--- src/rtl/ysyx_23060025_axi_arbiter.sv ---
// Two-master (IFU fetch, LSU memory) to one-slave AXI4-Lite arbiter.
// One whole single-beat transaction is granted at a time (AR+R or AW+W+B). Channels are routed
// combinationally while a master holds the grant. The LSU sees AW and W accepted together in a
// single cycle, even when the slave accepts the two channels in different cycles.
// Ports:
//   clock, rstn         system clock, synchronous active-low reset
//   ifu_ar*/ifu_r*      IFU read address / read data channels
//   lsu_ar*/lsu_r*      LSU read address / read data channels
//   lsu_aw*/lsu_w*/lsu_b*  LSU write address / write data / write response channels
//   s_*                 master-side channels toward the single memory/peripheral slave
module ysyx_23060025_axi_arbiter #(
  parameter int unsigned DATA_LEN = 32,
  parameter int unsigned ADDR_LEN = 32
) (
  input  logic                clock,
  input  logic                rstn,
  // IFU read
  input  logic [ADDR_LEN-1:0] ifu_araddr,
  input  logic [2:0]          ifu_arsize,
  input  logic                ifu_arvalid,
  output logic                ifu_arready,
  output logic [DATA_LEN-1:0] ifu_rdata,
  output logic [1:0]          ifu_rresp,
  output logic                ifu_rvalid,
  input  logic                ifu_rready,
  // LSU read
  input  logic [ADDR_LEN-1:0] lsu_araddr,
  input  logic [2:0]          lsu_arsize,
  input  logic                lsu_arvalid,
  output logic                lsu_arready,
  output logic [DATA_LEN-1:0] lsu_rdata,
  output logic [1:0]          lsu_rresp,
  output logic                lsu_rvalid,
  input  logic                lsu_rready,
  // LSU write
  input  logic [ADDR_LEN-1:0] lsu_awaddr,
  input  logic [2:0]          lsu_awsize,
  input  logic                lsu_awvalid,
  output logic                lsu_awready,
  input  logic [DATA_LEN-1:0] lsu_wdata,
  input  logic [3:0]          lsu_wstrb,
  input  logic                lsu_wvalid,
  output logic                lsu_wready,
  output logic [1:0]          lsu_bresp,
  output logic                lsu_bvalid,
  input  logic                lsu_bready,
  // Slave side
  output logic [ADDR_LEN-1:0] s_araddr,
  output logic [2:0]          s_arsize,
  output logic                s_arvalid,
  input  logic                s_arready,
  input  logic [DATA_LEN-1:0] s_rdata,
  input  logic [1:0]          s_rresp,
  input  logic                s_rvalid,
  output logic                s_rready,
  output logic [ADDR_LEN-1:0] s_awaddr,
  output logic [2:0]          s_awsize,
  output logic                s_awvalid,
  input  logic                s_awready,
  output logic [DATA_LEN-1:0] s_wdata,
  output logic [3:0]          s_wstrb,
  output logic                s_wvalid,
  input  logic                s_wready,
  input  logic [1:0]          s_bresp,
  input  logic                s_bvalid,
  output logic                s_bready
);

  typedef enum logic [1:0] {StIdle, StIfuRd, StLsuRd, StLsuWr} state_e;

  localparam logic GrantIfu = 1'b0;
  localparam logic GrantLsu = 1'b1;

  state_e state_q, state_d;
  logic   last_grant_q, last_grant_d;
  logic   aw_done_q, aw_done_d;
  logic   w_done_q, w_done_d;
  logic   ifu_req, lsu_req;
  logic   aw_ok, w_ok;

  always_ff @(posedge clock) begin
    if (!rstn) begin
      state_q      <= StIdle;
      last_grant_q <= GrantIfu;
      aw_done_q    <= 1'b0;
      w_done_q     <= 1'b0;
    end else begin
      state_q      <= state_d;
      last_grant_q <= last_grant_d;
      aw_done_q    <= aw_done_d;
      w_done_q     <= w_done_d;
    end
  end

  always_comb begin
    state_d      = state_q;
    last_grant_d = last_grant_q;
    aw_done_d    = aw_done_q;
    w_done_d     = w_done_q;
    ifu_req      = ifu_arvalid;
    lsu_req      = lsu_arvalid | lsu_awvalid;
    aw_ok        = 1'b0;
    w_ok         = 1'b0;

    ifu_arready = 1'b0;
    ifu_rdata   = '0;
    ifu_rresp   = '0;
    ifu_rvalid  = 1'b0;
    lsu_arready = 1'b0;
    lsu_rdata   = '0;
    lsu_rresp   = '0;
    lsu_rvalid  = 1'b0;
    lsu_awready = 1'b0;
    lsu_wready  = 1'b0;
    lsu_bresp   = '0;
    lsu_bvalid  = 1'b0;
    s_araddr    = '0;
    s_arsize    = '0;
    s_arvalid   = 1'b0;
    s_rready    = 1'b0;
    s_awaddr    = '0;
    s_awsize    = '0;
    s_awvalid   = 1'b0;
    s_wdata     = '0;
    s_wstrb     = '0;
    s_wvalid    = 1'b0;
    s_bready    = 1'b0;

    // Outputs stay quiet while reset is asserted, whatever state is still held.
    if (rstn) begin
      unique case (state_q)
        StIdle: begin
          // On a tie, the master that did not win last time gets the grant.
          if (ifu_req && (!lsu_req || last_grant_q == GrantLsu)) begin
            state_d      = StIfuRd;
            last_grant_d = GrantIfu;
          end else if (lsu_req) begin
            state_d      = lsu_arvalid ? StLsuRd : StLsuWr;
            last_grant_d = GrantLsu;
          end
        end
        StIfuRd: begin
          s_araddr    = ifu_araddr;
          s_arsize    = ifu_arsize;
          s_arvalid   = ifu_arvalid;
          ifu_arready = s_arready;
          ifu_rdata   = s_rdata;
          ifu_rresp   = s_rresp;
          ifu_rvalid  = s_rvalid;
          s_rready    = ifu_rready;
          if (s_rvalid && ifu_rready) state_d = StIdle;
        end
        StLsuRd: begin
          s_araddr    = lsu_araddr;
          s_arsize    = lsu_arsize;
          s_arvalid   = lsu_arvalid;
          lsu_arready = s_arready;
          lsu_rdata   = s_rdata;
          lsu_rresp   = s_rresp;
          lsu_rvalid  = s_rvalid;
          s_rready    = lsu_rready;
          if (s_rvalid && lsu_rready) state_d = StIdle;
        end
        StLsuWr: begin
          s_awaddr  = lsu_awaddr;
          s_awsize  = lsu_awsize;
          s_awvalid = lsu_awvalid & ~aw_done_q;
          s_wdata   = lsu_wdata;
          s_wstrb   = lsu_wstrb;
          s_wvalid  = lsu_wvalid & ~w_done_q;
          // Remember each half once the slave takes it; release the LSU only when both are in.
          aw_ok       = aw_done_q | (s_awvalid & s_awready);
          w_ok        = w_done_q | (s_wvalid & s_wready);
          lsu_awready = aw_ok & w_ok;
          lsu_wready  = aw_ok & w_ok;
          if (aw_ok && w_ok) begin
            aw_done_d = 1'b0;
            w_done_d  = 1'b0;
          end else begin
            aw_done_d = aw_ok;
            w_done_d  = w_ok;
          end
          lsu_bresp  = s_bresp;
          lsu_bvalid = s_bvalid;
          s_bready   = lsu_bready;
          if (s_bvalid && lsu_bready) state_d = StIdle;
        end
        default: state_d = StIdle;
      endcase
    end
  end

endmodule

--- config.mk ---
export PLATFORM = sky130hd
export DESIGN_NAME = ysyx_23060025_axi_arbiter
export DESIGN_NICKNAME = d
export VERILOG_FILES = /design/src/rtl/ysyx_23060025_axi_arbiter.sv
export SDC_FILE = /design/constraint.sdc
export NUM_CORES = 1
export LEC_CHECK = 0
export ABC_AREA = 1
export CAP_MARGIN = 10
export CORE_AREA = 3 3 145 147
export CTS_CLUSTER_DIAMETER = 40
export DETAILED_ROUTE_END_ITERATION = 12
export DIE_AREA = 0 0 148 150
export HOLD_SLACK_MARGIN = 0.02
export PLACE_DENSITY_LB_ADDON = 0.25
export SLEW_MARGIN = 20
export SYNTH_ARGS = -nofsm -noshare
export SYNTH_HDL_FRONTEND = slang
export SYNTH_SLANG_ARGS = --single-unit
--- constraint.sdc ---
create_clock -name clock -period 1.25 [get_ports clock]
set_input_delay 0.25 -clock clock [delete_from_list [all_inputs] [get_ports clock]]
set_output_delay 0.25 -clock clock [all_outputs]
set_load 0.1 [all_outputs]
==> results.cfg <==
[timing]
slew_viol_final = 0
fmax_mhz = 545.2
fin_ws_ns = -0.5842
min_period_ns = 1.834
worstMarginPinSlew_ns = 0.3945
slew_headroom = 0.7370
fin_crit_sh = 1.467
skew_ns = 0.001532
hold_ws_ns = 0.5180
rsz0062_at_grt = yes
finalSetupViolations = 192
hold_viol = 0

[die]
initial_core_util = 0.1042
dieArea_mm2 = 0.02220
core-area_mm2 = 0.02004
die_x_um = 148
rows = 52
io_pins = 379
die_y_um = 150

[critical_path]
slowest_stage = dfxtp_4
critPathCaptureType = output pin
critPathBufInv = 4
crit_cells = 7
reg2reg_from = state_q[1]
worstPathCellList = buf_6, ha_4, buf_4, buf_12, nand2_2, a21oi_4, buf_12
cp.required_ns = 1.00
crit_end = s_araddr[20]
rrSetupSlack_ns = -0.20
crit_family = buffers and inverters
critical_path.startpoint_type = flop
critPathMaxStageDelay_ns = 0.36
path_common_cell = buf_12
worstSetupPathType = flop to output pin
cp-startpoint = state_q[1]
worstRegToRegCells = 10
path_max_fanout = 10
r2r-end = state_q[0]
cp.arrival_ns = 1.58

[logic_synthesis]
syn_inst = 453
synth_nets = 648
yosysWarnings = 0
avgSynthCellArea_um2 = 4.610
seq_area_frac_synth = 0.04793
syn-cell-area_mm2 = 0.002088
ys_ff_latch = 5
synth_cell_type_count = 21

[drt]
via_count = 4246
wl_um = 18440
drt_iter0_markers = 83
ant_nets = 0
wire_per_inst_um = 16.09
first_pass_iters = 4
drc_errors = 0
via_per_inst = 3.705

[grt]
grt_pass1_wl_um = 26030
grt_use_total = 0.1494
grt_overflow_total = 0
grt_pass1_vias = 4354
grt_max_degree = 21
antenna_found_initial = 0

[place]
hpwl_um = 14370
gp_congestion = 0.8027
portBuffers = 378
place_area_mm2 = 0.009783

[finish]
finalInstanceArea_mm2 = 0.01084
diodes = 0
final_nets = 1072
syn2layout_area_growth_pct = 418.9
final_cell_mix = 210 x buf_12, 189 x clkdlybuf4s50_1, 148 x nor2_4
mostFrequentLayoutCell = buf_12
utilization = 0.5407
drive_gt1_frac = 0.5651

[status]
violations = setup timing
status = finished, violations left

[cts]
cts_sinks = 5
clk_pin_slew_ns = 0.03
htreeDepth = 1
numCtsBuffers = 3
cts_tree = yes
insertion_delay_ns = 0.23
cts_buffer_depth = 2
root_buffer = clkbuf_16

[pwr]
p_int_uw = 5414
seq_power_share = 0.020
power_switching_uw = 7357
clkPwrFrac = 0.043
totalPowerFinal_uw = 12770
p_per_area_mw_per_mm2 = 1179
irDropWorstVdd_v = 0.0006379
leakage_uw = 0.004194
switching_share = 0.5761
pwr-share-comb = 0.937

[flow_run]
max_cap_viol_count = 0

[worst_hold_path]
min_path_type = flop to flop
==> logic make-up after synthesis <==
family	count (synthesis)	share of synthesized area
AO/OA/AOI/OAI	44	0.1079
adder cells (fa/ha/maj)	4	0.02397
buffers and inverters	142	0.2948
flip-flops	5	0.04793
AND/OR/NAND/NOR	258	0.5255
==> Yosys cell counts <==
master | n | area share
o21bai_1 | 1 | 0.0036
buf_4 | 8 | 0.029
nand4_1 | 1 | 0.0030
nor2_1 | 138 | 0.25
nor3b_1 | 2 | 0.0072
ha_1 | 4 | 0.024
or2_2 | 1 | 0.0030
nand2_4 | 1 | 0.0054
o21ai_0 | 2 | 0.0048
nand2_2 | 3 | 0.0090
nand2_1 | 91 | 0.16
nor2_4 | 10 | 0.054
inv_1 | 115 | 0.21
dfxtp_1 | 5 | 0.048
buf_8 | 1 | 0.0072
nor2_2 | 10 | 0.030
buf_6 | 3 | 0.016
nor3_1 | 1 | 0.0024
buf_2 | 15 | 0.036
a21boi_0 | 1 | 0.0036
a21oi_1 | 40 | 0.096
==> tightest hold or removal path, cell delays in order, from the launching register on <==
cell     delay (ns)
dfxtp_1        0.31
o21ai_0        0.08
nor2_1         0.08
==> sequential cells by signal (all words and copies together), names as in the netlist <==
| name | cells |
|---|---|
| w_done_q | 1 |
| last_grant_q | 1 |
| aw_done_q | 1 |
| state_q | 2 |
==> routing by layer <==
metal | global-route usage | vias up | share of wire
li1 | - | 2137 | -
met2 | 0.2880 | 194 | 0.55
met1 | 0.1700 | 1904 | 0.36
met3 | 0.03907 | 11 | 0.079
met4 | 0.01570 | 0 | 0.0098
met5 | 0 | - | 0
==> stage by stage <==
stage / setup TNS (ns) / worst slack [ns] / cells
floorplan: -91.31 / -0.7880 / 453
global placement: -108.45 / -0.6294 / 1108
detailed placement: -110.10 / -0.6360 / 1108
CTS: -102.82 / -0.5969 / 1137
global route: -114.29 / -0.6388 / 1146
finish: -101.93 / -0.5842 / 1146
==> repair_timing <==
action | 4_1_cts | 5_1_grt
endpoints found under the setup margin | 190 | 193
buffers inserted | 14 | 0
gates cloned | 11 | 10
resized for setup | 59 | 40
pin swaps | 18 | 33
hold buffers | 0 | 0
==> power by group through the flow <==
stage	Clock, µW	Sequential, µW	Combinational (µW)
after floorplan	0	246	6450
after global routing	565	268	12400
final	544	261	12000
after detailed placement	0	234	10200
after global placement	0	233	10200
after CTS	560	246	11600
==> how the worst min path moves through the flow <==
stage                  from           end  depth (start not counted)
2_1_floorplan      s_wready      w_done_q                          2
3_3_place_gp   last_grant_q  last_grant_q                          2
3_5_place_dp   last_grant_q  last_grant_q                          2
4_1_cts        last_grant_q  last_grant_q                          2
5_1_grt        last_grant_q  last_grant_q                          2
6_report       last_grant_q  last_grant_q                          2
==> layout make-up <==
cell class	instances	area, µm²
fill	1781	9204
timing repair buffer	443	6812
multi-input combinational	309	3063
clock buffer	4	78.83
tap	270	337.8
sequential	5	107.6
inverter	115	436.7
No activity file was read; power rests on OpenSTA's default activity.
